## config.mk

```make
export PLATFORM = sky130hd
export DESIGN_NAME = load_align_unit
export DESIGN_NICKNAME = d
export VERILOG_FILES = /design/src/rtl/load_align_unit.sv
export SDC_FILE = /design/constraint.sdc
export NUM_CORES = 1
export LEC_CHECK = 0
export CAP_MARGIN = 20
export CORE_MARGIN = 2
export CORE_UTILIZATION = 43
export DETAILED_ROUTE_END_ITERATION = 6
export PLACE_DENSITY = 0.88
export SETUP_SLACK_MARGIN = 0.5
export SYNTH_ARGS = -nofsm -noshare
export SYNTH_HDL_FRONTEND = slang
export SYNTH_SLANG_ARGS = --single-unit
```

## constraint.sdc

```tcl
create_clock -name clk -period 3.4 [get_ports clk]
set_input_delay 0.68 -clock clk [delete_from_list [all_inputs] [get_ports clk]]
set_output_delay 0.68 -clock clk [all_outputs]
set_load 0.03 [all_outputs]
```

## src/rtl/load_align_unit.sv

```systemverilog
// load_align_unit: accepts one load, issues a word-aligned memory read, then
// extracts the addressed byte/halfword/word and sign- or zero-extends it.
// Optional feature macro: HOLY_CORE_LOAD_MISALIGN_SPLIT_EN -- when defined,
// misaligned loads are serviced (word-crossing ones with two reads) instead
// of being reported as errors.
module load_align_unit #(
    parameter int ADDR_W = 32
) (
    input  logic              clk,
    input  logic              rst,
    input  logic              req_valid,
    output logic              req_ready,
    input  logic [ADDR_W-1:0] req_addr,
    input  logic [2:0]        req_f3,
    output logic              mem_rd_valid,
    input  logic              mem_rd_ready,
    output logic [ADDR_W-1:0] mem_rd_addr,
    output logic [3:0]        mem_rd_strb,
    input  logic              mem_rsp_valid,
    input  logic [31:0]       mem_rsp_data,
    output logic              wb_valid,
    input  logic              wb_ready,
    output logic [31:0]       wb_data,
    output logic              wb_err
);

    localparam logic [2:0] F3_BYTE       = 3'b000;
    localparam logic [2:0] F3_HALFWORD   = 3'b001;
    localparam logic [2:0] F3_WORD       = 3'b010;
    localparam logic [2:0] F3_BYTE_U     = 3'b100;
    localparam logic [2:0] F3_HALFWORD_U = 3'b101;

`ifdef HOLY_CORE_LOAD_MISALIGN_SPLIT_EN
    typedef enum logic [2:0] {IDLE, REQ, WAIT, DONE, REQ2, WAIT2} state_t;
`else
    typedef enum logic [2:0] {IDLE, REQ, WAIT, DONE} state_t;
`endif

    state_t            state_q, state_d;
    logic [1:0]        off_q;
    logic [2:0]        f3_q;
    logic [ADDR_W-1:0] rd_addr_q;
    logic [3:0]        rd_strb_q;
    logic [31:0]       wb_data_q;
    logic              wb_err_q;
`ifdef HOLY_CORE_LOAD_MISALIGN_SPLIT_EN
    logic [31:0]       first_q;
`endif

    function automatic logic f3_ok(input logic [2:0] f3);
        return (f3 == F3_BYTE) || (f3 == F3_HALFWORD) || (f3 == F3_WORD) ||
               (f3 == F3_BYTE_U) || (f3 == F3_HALFWORD_U);
    endfunction

    function automatic logic is_half(input logic [2:0] f3);
        return (f3 == F3_HALFWORD) || (f3 == F3_HALFWORD_U);
    endfunction

    function automatic logic is_word(input logic [2:0] f3);
        return f3 == F3_WORD;
    endfunction

    // Accesses that end the transaction without touching memory.
    function automatic logic is_err(input logic [1:0] off, input logic [2:0] f3);
`ifdef HOLY_CORE_LOAD_MISALIGN_SPLIT_EN
        return !f3_ok(f3) || (off == 2'b11 && !f3_ok(f3));
`else
        return !f3_ok(f3) || (is_half(f3) && off[0]) || (is_word(f3) && off != 2'b00);
`endif
    endfunction

    // Lanes used from the first (or only) word; bits shifted past lane 3 drop off.
    function automatic logic [3:0] strb_first(input logic [1:0] off, input logic [2:0] f3);
        logic [3:0] m;
        if (is_word(f3))      m = 4'b1111;
        else if (is_half(f3)) m = 4'b0011;
        else                  m = 4'b0001;
        return m << off;
    endfunction

`ifdef HOLY_CORE_LOAD_MISALIGN_SPLIT_EN
    // Access spills into the next word.
    function automatic logic crosses(input logic [1:0] off, input logic [2:0] f3);
        return (is_half(f3) && off == 2'b11) || (is_word(f3) && off != 2'b00);
    endfunction

    // Low lanes of the following word holding the remaining bytes.
    function automatic logic [3:0] strb_second(input logic [1:0] off, input logic [2:0] f3);
        logic [3:0] m;
        m = 4'b0000;
        if (is_half(f3)) m = 4'b0001;
        else begin
            case (off)
                2'b01:   m = 4'b0001;
                2'b10:   m = 4'b0011;
                2'b11:   m = 4'b0111;
                default: m = 4'b0000;
            endcase
        end
        return m;
    endfunction
`endif

    // Truncate to access size and extend according to funct3.
    function automatic logic [31:0] extend(input logic [31:0] raw, input logic [2:0] f3);
        logic signed [7:0]  sb;
        logic signed [15:0] sh;
        logic [31:0]        r;
        sb = raw[7:0];
        sh = raw[15:0];
        case (f3)
            F3_BYTE:       r = 32'(sb);
            F3_HALFWORD:   r = 32'(sh);
            F3_BYTE_U:     r = {24'b0, raw[7:0]};
            F3_HALFWORD_U: r = {16'b0, raw[15:0]};
            default:       r = raw;
        endcase
        return r;
    endfunction

    // Align the addressed bytes down to bit 0 across a pair of words.
    function automatic logic [31:0] merge(input logic [31:0] hi, input logic [31:0] lo,
                                          input logic [1:0] off, input logic [2:0] f3);
        return extend(32'({hi, lo} >> {off, 3'b000}), f3);
    endfunction

    // State register; reset drops any outstanding request.
    always_ff @(posedge clk or posedge rst) begin
        if (rst) state_q <= IDLE;
        else     state_q <= state_d;
    end

    // Next-state decode and state-decoded handshake outputs.
    always_comb begin
        state_d      = state_q;
        req_ready    = 1'b0;
        mem_rd_valid = 1'b0;
        wb_valid     = 1'b0;
        case (state_q)
            IDLE: begin
                req_ready = 1'b1;
                if (req_valid) state_d = is_err(req_addr[1:0], req_f3) ? DONE : REQ;
            end
            REQ: begin
                mem_rd_valid = 1'b1;
                if (mem_rd_ready) state_d = WAIT;
            end
            WAIT: begin
`ifdef HOLY_CORE_LOAD_MISALIGN_SPLIT_EN
                if (mem_rsp_valid) state_d = crosses(off_q, f3_q) ? REQ2 : DONE;
`else
                if (mem_rsp_valid) state_d = DONE;
`endif
            end
            DONE: begin
                wb_valid = 1'b1;
                if (wb_ready) state_d = IDLE;
            end
`ifdef HOLY_CORE_LOAD_MISALIGN_SPLIT_EN
            REQ2: begin
                mem_rd_valid = 1'b1;
                if (mem_rd_ready) state_d = WAIT2;
            end
            WAIT2: begin
                if (mem_rsp_valid) state_d = DONE;
            end
`endif
            default: state_d = IDLE;
        endcase
    end

    // Request latch, read address/lanes and the registered writeback result.
    always_ff @(posedge clk or posedge rst) begin
        if (rst) begin
            off_q     <= 2'b00;
            f3_q      <= 3'b000;
            rd_addr_q <= '0;
            rd_strb_q <= 4'b0000;
            wb_data_q <= 32'b0;
            wb_err_q  <= 1'b0;
        end else begin
            case (state_q)
                IDLE: begin
                    if (req_valid) begin
                        off_q <= req_addr[1:0];
                        f3_q  <= req_f3;
                        if (is_err(req_addr[1:0], req_f3)) begin
                            wb_data_q <= 32'b0;
                            wb_err_q  <= 1'b1;
                        end else begin
                            rd_addr_q <= {req_addr[ADDR_W-1:2], 2'b00};
                            rd_strb_q <= strb_first(req_addr[1:0], req_f3);
                        end
                    end
                end
                WAIT: begin
                    if (mem_rsp_valid) begin
`ifdef HOLY_CORE_LOAD_MISALIGN_SPLIT_EN
                        if (crosses(off_q, f3_q)) begin
                            rd_addr_q <= rd_addr_q + ADDR_W'(4);
                            rd_strb_q <= strb_second(off_q, f3_q);
                        end else begin
                            wb_data_q <= merge(32'b0, mem_rsp_data, off_q, f3_q);
                            wb_err_q  <= 1'b0;
                        end
`else
                        wb_data_q <= merge(32'b0, mem_rsp_data, off_q, f3_q);
                        wb_err_q  <= 1'b0;
`endif
                    end
                end
`ifdef HOLY_CORE_LOAD_MISALIGN_SPLIT_EN
                WAIT2: begin
                    if (mem_rsp_valid) begin
                        wb_data_q <= merge(mem_rsp_data, first_q, off_q, f3_q);
                        wb_err_q  <= 1'b0;
                    end
                end
`endif
                default: ;
            endcase
        end
    end

`ifdef HOLY_CORE_LOAD_MISALIGN_SPLIT_EN
    // Low word of a split access, held until the second read returns.
    always_ff @(posedge clk) begin
        if (state_q == WAIT && mem_rsp_valid) first_q <= mem_rsp_data;
    end
`endif

    assign mem_rd_addr = rd_addr_q;
    assign mem_rd_strb = rd_strb_q;
    assign wb_data     = wb_data_q;
    assign wb_err      = wb_err_q;

endmodule

```

==> Word level (Yosys, flattened, before mapping) <==
Index checks and enable logic that the tools add are counted.
{ "word_totals": {"out_inout_bits": 72, "input_bits": 73, "ff_bits": 75, "wordCells": 67} }
{ "op_classes": {"n_eq_ne": 15, "bitwise": 1, "reduce_logical": 19, "shift": 2, "muxes": 23} }
{ "op_table": {"columns": ["operator", "count"], "rows": [
  ["32-bit case mux with 4 select lines", 1],
  ["32-bit 2-to-1 mux", 3],
  ["32-bit case mux with 2 select lines", 1],
  ["32-bit by 5-bit >> shifter with 32-bit output", 1],
  ["4-bit 2-to-1 mux", 4],
  ["3-bit == test, second input constant", 4],
  ["3-bit 2-to-1 mux", 4],
  ["3-bit case mux with 4 select lines", 1],
  ["2-bit inequality test, second input constant", 5],
  ["3-bit by 1-bit == test with 1-bit output, second input constant", 3],
  ["3-bit by 2-bit == test with 1-bit output, second input constant", 3],
  ["3-bit logical NOT", 3],
  ["4-bit AND reduction", 2],
  ["1-bit logical OR", 7],
  ["1-bit 2-to-1 mux", 6],
  ["2-bit 2-to-1 mux", 2],
  ["2-bit nonzero test", 2],
  ["4-bit by 2-bit left shift with 4-bit output", 1],
  ["3-bit AND reduction", 1],
  ["1-bit logical AND", 2],
  ["1-bit case mux with 2 select lines", 1],
  ["2-bit AND reduction", 1],
  ["1-bit logical NOT", 1],
  ["1-bit inverter", 1]
]} }

==> Longest topological paths before layout <==
{ "logic_depth": {"depth_word": 12, "ltp_mapped": 9, "ltp_nobuf": 6} }

==> Worst setup path before layout <==
OpenSTA, ideal clock, no wires.
{ "synth_timing": {"path_kind": "flip-flop to flip-flop", "from": "register state_q[0]", "to": "register wb_data_q[16], in the netlist wb_data[16]", "path_buffers": 3, "t_arrival_ns": 2.415, "required_time_ns": 3.274, "setup_ns": 0.126, "stages_incl_launch_ff": 10, "slack_ns": 0.859, "cell_sequence": "dfrtp_1 inv_1 ha_1 mux2i_1 or4b_1 buf_2 and2_1 buf_6 buf_6 a221o_1"} }
{ "synth_between": {"elab_chain_cells": 3, "word_cells_on_any_way": 8} }
{ "synth_rtl": {"columns": ["element", "line", "source"], "rows": [
  ["from (decl)", "39", "state_t state_q, state_d;"],
  ["from (signal assigned)", "130", "else state_q <= state_d;"],
  ["3-bit by 2-bit == test with 1-bit output or 3-bit logical NOT (tied branches)", "182", "case (state_q)"],
  ["2-bit inequality test (no line) or 2-bit nonzero test (tied branches)", null, null],
  ["4-bit AND reduction (no line)", null, null],
  ["to (signal assigned)", "207", "wb_data_q <= merge(32'b0, mem_rsp_data, off_q, f3_q);"],
  ["to (decl)", "44", "logic [31:0] wb_data_q;"]
]} }
Several ways; a longest one is shown, not always the timed one.
A chain may end at the register's enable or synchronous reset.

==> Final worst setup path <==
{ "layout_timing": {"from": "input req_addr[1]", "to": "register rd_addr_q[12], in the netlist mem_rd_addr[12]"} }
{ "layout_between": {"elab_chain_cells": 5} }
{ "layout_rtl": {"columns": ["element", "line", "source"], "rows": [
  ["from (decl)", "13", "input logic [ADDR_W-1:0] req_addr,"],
  ["2-bit nonzero test", "68", "return !f3_ok(f3) || (is_half(f3) && off[0]) || (is_word(f3) && off != 2'b00);"],
  ["1-bit logical AND", "68", null],
  ["1-bit logical OR", "68", null],
  ["1-bit inverter (no line)", null, null],
  ["3-bit AND reduction (no line)", null, null],
  ["to (signal assigned)", "191", "rd_addr_q <= {req_addr[ADDR_W-1:2], 2'b00};"],
  ["to (decl)", "42", "logic [ADDR_W-1:0] rd_addr_q;"]
]} }
Every way passes these cells.

==> results.py <==
metrics = {
    "outcome": {
        "status": "complete, no violations",
    },
    "yosys": {
        "synth_edf_count": 0,
        "yosysWarnings": 0,
        "ys_async_sr_fraction_pct": 100,
        "ys_top_cells_by_area": "dfrtp_1 52%, mux2_2 14%, a221o_1 4.5%",
        "synth-xor-area-share_pct": 0,
        "synthFlopType": "dfrtp_1",
        "yosysMostFrequentCell": "dfrtp_1",
        "synth_top_area_share_pct": 51.7,
        "synthTopCellsByCount": "74 x dfrtp_1, 43 x mux2_2, 18 x o21ai_0",
        "synth_top_family_by_area": "multiplexers",
        "synth-simple-area-share_pct": 8.00,
        "syn_inst": 300,
        "syn_area_per_cell_sq_um": 11.9,
        "synth_adder_area_share_pct": 1.40,
        "syn_area_sq_mm": 0.00358,
        "synth_seq_cells": 74,
        "synth.area.mux_share_pct": 18.9,
        "synth_largest_area_cell": "dfrtp_1",
        "ys_seq_area_share_pct": 51.7,
        "synth_compound_area_share_pct": 15.5,
        "synthDistinctLibCells": 43,
    },
    "layout": {
        "multiInputGateArea_sq_mm": 0.00159,
        "syn2layout_area_growth_pct": 48.5,
        "layout-drive-gt1-share_pct": 16.7,
        "diodes": 0,
        "seq_area_sq_mm": 0.00185,
        "fin_nets": 514,
        "fin_area_sq_mm": 0.00532,
        "fin_util_pct": 65.4,
        "num-fill-cells": 629,
    },
    "drt": {
        "vias": 3005,
        "drtAntennaViolNets": 0,
        "wl_met3_um": 1040,
        "drc": 0,
        "top_layer": "met4",
        "wirelength_um": 9500,
        "avgViaCountPerCell": 5.49,
        "wl_met1_um": 3740,
        "dr.pass1.iters": 4,
        "drtIter0Drc": 132,
        "wl_per_cell_um": 17.4,
        "wl_met2_um": 4640,
    },
    "placement": {
        "port_buffers": 142,
        "place_hpwl_um": 7120,
        "gp_congestion": 0.817,
        "dpl_cell_area_sq_mm": 0.00510,
        "pre_cts_ws_ps": 415,
    },
    "clock_tree": {
        "hold_buffers": 0,
        "cts_buffers": 9,
        "cts_resized": 0,
        "insertion_delay_ps": 340,
        "cts_tree": "built",
        "clk_path_buf_depth": 2,
        "cts_num_sinks": 74,
        "h-tree-depth": 3,
        "root_buffer": "clkbuf_8",
        "post_cts_buffers": 0,
        "cts.clk_slew.worst_paths_ps": 80,
    },
    "timing": {
        "whs_ps": 481,
        "slew_headroom_pct": 33.6,
        "setup_viol": 0,
        "final.setup.tns_ps": 0,
        "period_needed_ps": 2640,
        "finalMaxSlewViolations": 0,
        "tightest_slew_ps": 993,
        "rsz0062_at_grt": "false",
        "hold_viol_final": 0,
        "skew_ps": 11.5,
        "setup_ws_ps": 757,
        "max_freq_ghz": 0.378,
        "period_share_pct": 77.7,
    },
    "setup_path": {
        "criticalPathCategory": "in2reg",
        "startpoint_type": "input pin",
        "crit_end": "mem_rd_addr[12]$_DFFE_PP0P_",
        "r2r-start": "state_q[0]$_DFFE_PP0P_",
        "cp_max_fo": 38,
        "crit_family": "simple AND/OR/NAND/NOR gates",
        "crit_cells": 4,
        "cp.buffers_inverters": 1,
        "r2r_end": "wb_data[18]$_DFFE_PP0P_",
        "worstSetupEndpointType": "flop",
        "critPathLaunch": "req_addr[1]",
        "arrival_ps": 2860,
        "reg2reg_slack_ps": 970,
        "worstPathRequired_ps": 3620,
        "ff2ff_path_depth": 7,
        "path_cells": "clkdlybuf4s50_1 -> nor4_1 -> o21bai_4 -> mux2_2",
        "cpPeakStageDelay_ps": 790,
        "critPathSlowestCell": "nor4_1",
    },
    "power_and_ir_drop": {
        "p_per_area_mw_per_mm2": 996,
        "p_switching_mw": 2.25,
        "vdd_ir_drop_max_uv": 580,
        "seqPwrFrac_pct": 29.7,
        "p_int_mw": 3.05,
        "sw_frac_of_total_pct": 42.5,
        "p_leak_nw": 2.23,
        "clockPowerShare_pct": 14.2,
        "power_frac_comb_pct": 56.1,
    },
    "run": {
        "maxCapViolCount": 0,
    },
    "grt": {
        "first_global_vias": 3045,
        "grt-ovfl-total": 0,
        "grt_max_degree": 46,
        "grt_pass1_wl_um": 14900,
        "grt_use_total_pct": 21.7,
        "antenna_found_initial": 0,
    },
    "floorplanning": {
        "dieWidth_um": 95.3,
        "ios": 145,
        "initial_utilization_pct": 44.0,
        "die-area_sq_mm": 0.00908,
        "num_rows": 33,
        "die_h_um": 95.3,
        "core_sq_mm": 0.00813,
    },
    "min_path": {
        "hp-class": "reg2reg",
    },
}
[power by group through the flow]
stage	logic, mW	registers (mW)	clock network, mW
floorplan	1.21	2.22	0
global placement	2.92	1.56	0
detailed placement	2.98	1.59	0
CTS	2.99	1.57	0.771
global route	3.16	1.62	0.814
finish	2.97	1.57	0.753
[layout by cell type (no fill, tap or decap), drive strengths merged, types with 2 or more instances in the layout]
cell,Yosys,final
o21ai,18,18
dfrtp,74,74
nand3,9,9
clkinv,0,2
o2bb2ai,11,11
a21oi,10,10
nor4,2,2
a221o,16,16
nand2b,3,3
a211oi,2,2
conb,1,2
nor2b,3,3
nor2,7,7
nand2,14,14
ha,4,4
buf,15,7
o31ai,2,2
clkbuf,9,10
nand3b,7,7
bufinv,0,2
clkdlybuf4s50,0,142
a21o,2,2
or2,3,3
inv,8,9
mux2i,16,16
mux2,44,44
o211ai,7,7
[layout make-up]
| class | instances | share of cell area [%] |
|---|---|---|
| Clock inverter | 6 | 1.69 |
| Clock buffer | 10 | 2.40 |
| Multi-Input combinational cell | 195 | 29.9 |
| Inverter | 8 | 0.565 |
| Timing Repair Buffer | 149 | 28.2 |
| Tap cell | 105 | 2.47 |
| Sequential cell | 74 | 34.8 |
[stage by stage]
| stage | instances | total power [mW] |
|---|---|---|
| 5_1_grt | 547 | 5.60 |
| 2_1_floorplan | 301 | 3.43 |
| 3_3_place_gp | 531 | 4.48 |
| 3_5_place_dp | 531 | 4.57 |
| 4_1_cts | 547 | 5.34 |
| 6_report | 547 | 5.30 |
[how the worst min path moves through the flow]
| stage | start | to | slack, ps | cells past startpoint |
|---|---|---|---|---|
| finish | mem_rd_strb[3]$_DFFE_PP0P_ | mem_rd_strb[3]$_DFFE_PP0P_ | 480 | 1 |
| global route | mem_rd_strb[2]$_DFFE_PP0P_ | mem_rd_strb[2]$_DFFE_PP0P_ | 520 | 1 |
| CTS | mem_rd_strb[3]$_DFFE_PP0P_ | mem_rd_strb[3]$_DFFE_PP0P_ | 480 | 1 |
| detailed placement | mem_rd_strb[3]$_DFFE_PP0P_ | mem_rd_strb[3]$_DFFE_PP0P_ | 470 | 1 |
| global placement | mem_rd_strb[3]$_DFFE_PP0P_ | mem_rd_strb[3]$_DFFE_PP0P_ | 460 | 1 |
| floorplan | f3_q[2]$_DFFE_PP0P_ | f3_q[2]$_DFFE_PP0P_ | 500 | 1 |
[kinds of logic (layout without fill, tap and decap cells)]
| group | after synthesis | after routing |
|---|---|---|
| AO/OA/AOI/OAI | 75 | 75 |
| other | 1 | 2 |
| buffers and inverters | 32 | 173 |
| AND/OR/NAND/NOR | 53 | 53 |
| adder cells (fa/ha/maj) | 4 | 4 |
| multiplexers | 61 | 61 |
| flip-flops | 74 | 74 |
[state kept, by name, summed over array words and instances, names as in the netlist]
| name | cells |
|---|---|
| mem_rd_strb | 4 |
| f3_q | 3 |
| wb_data | 32 |
| off_q | 2 |
| mem_rd_addr | 30 |
| wb_err | 1 |
| state_q | 2 |
[metal layers]
layer  up-vias  global-route usage (%)
met5         -                       0
met4         0                    7.13
met3         7                    8.54
met2       144                    35.7
met1      1480                    26.0
li1       1374                       -
[worst register-to-register path, cell delays in order (launching register included)]
cell	delay, ps
dfrtp_1	420
inv_1	100
ha_1	320
mux2i_1	160
or4b_1	580
and2_1	190
buf_12	170
a221o_1	370
Power figures use the tool's default switching activity.
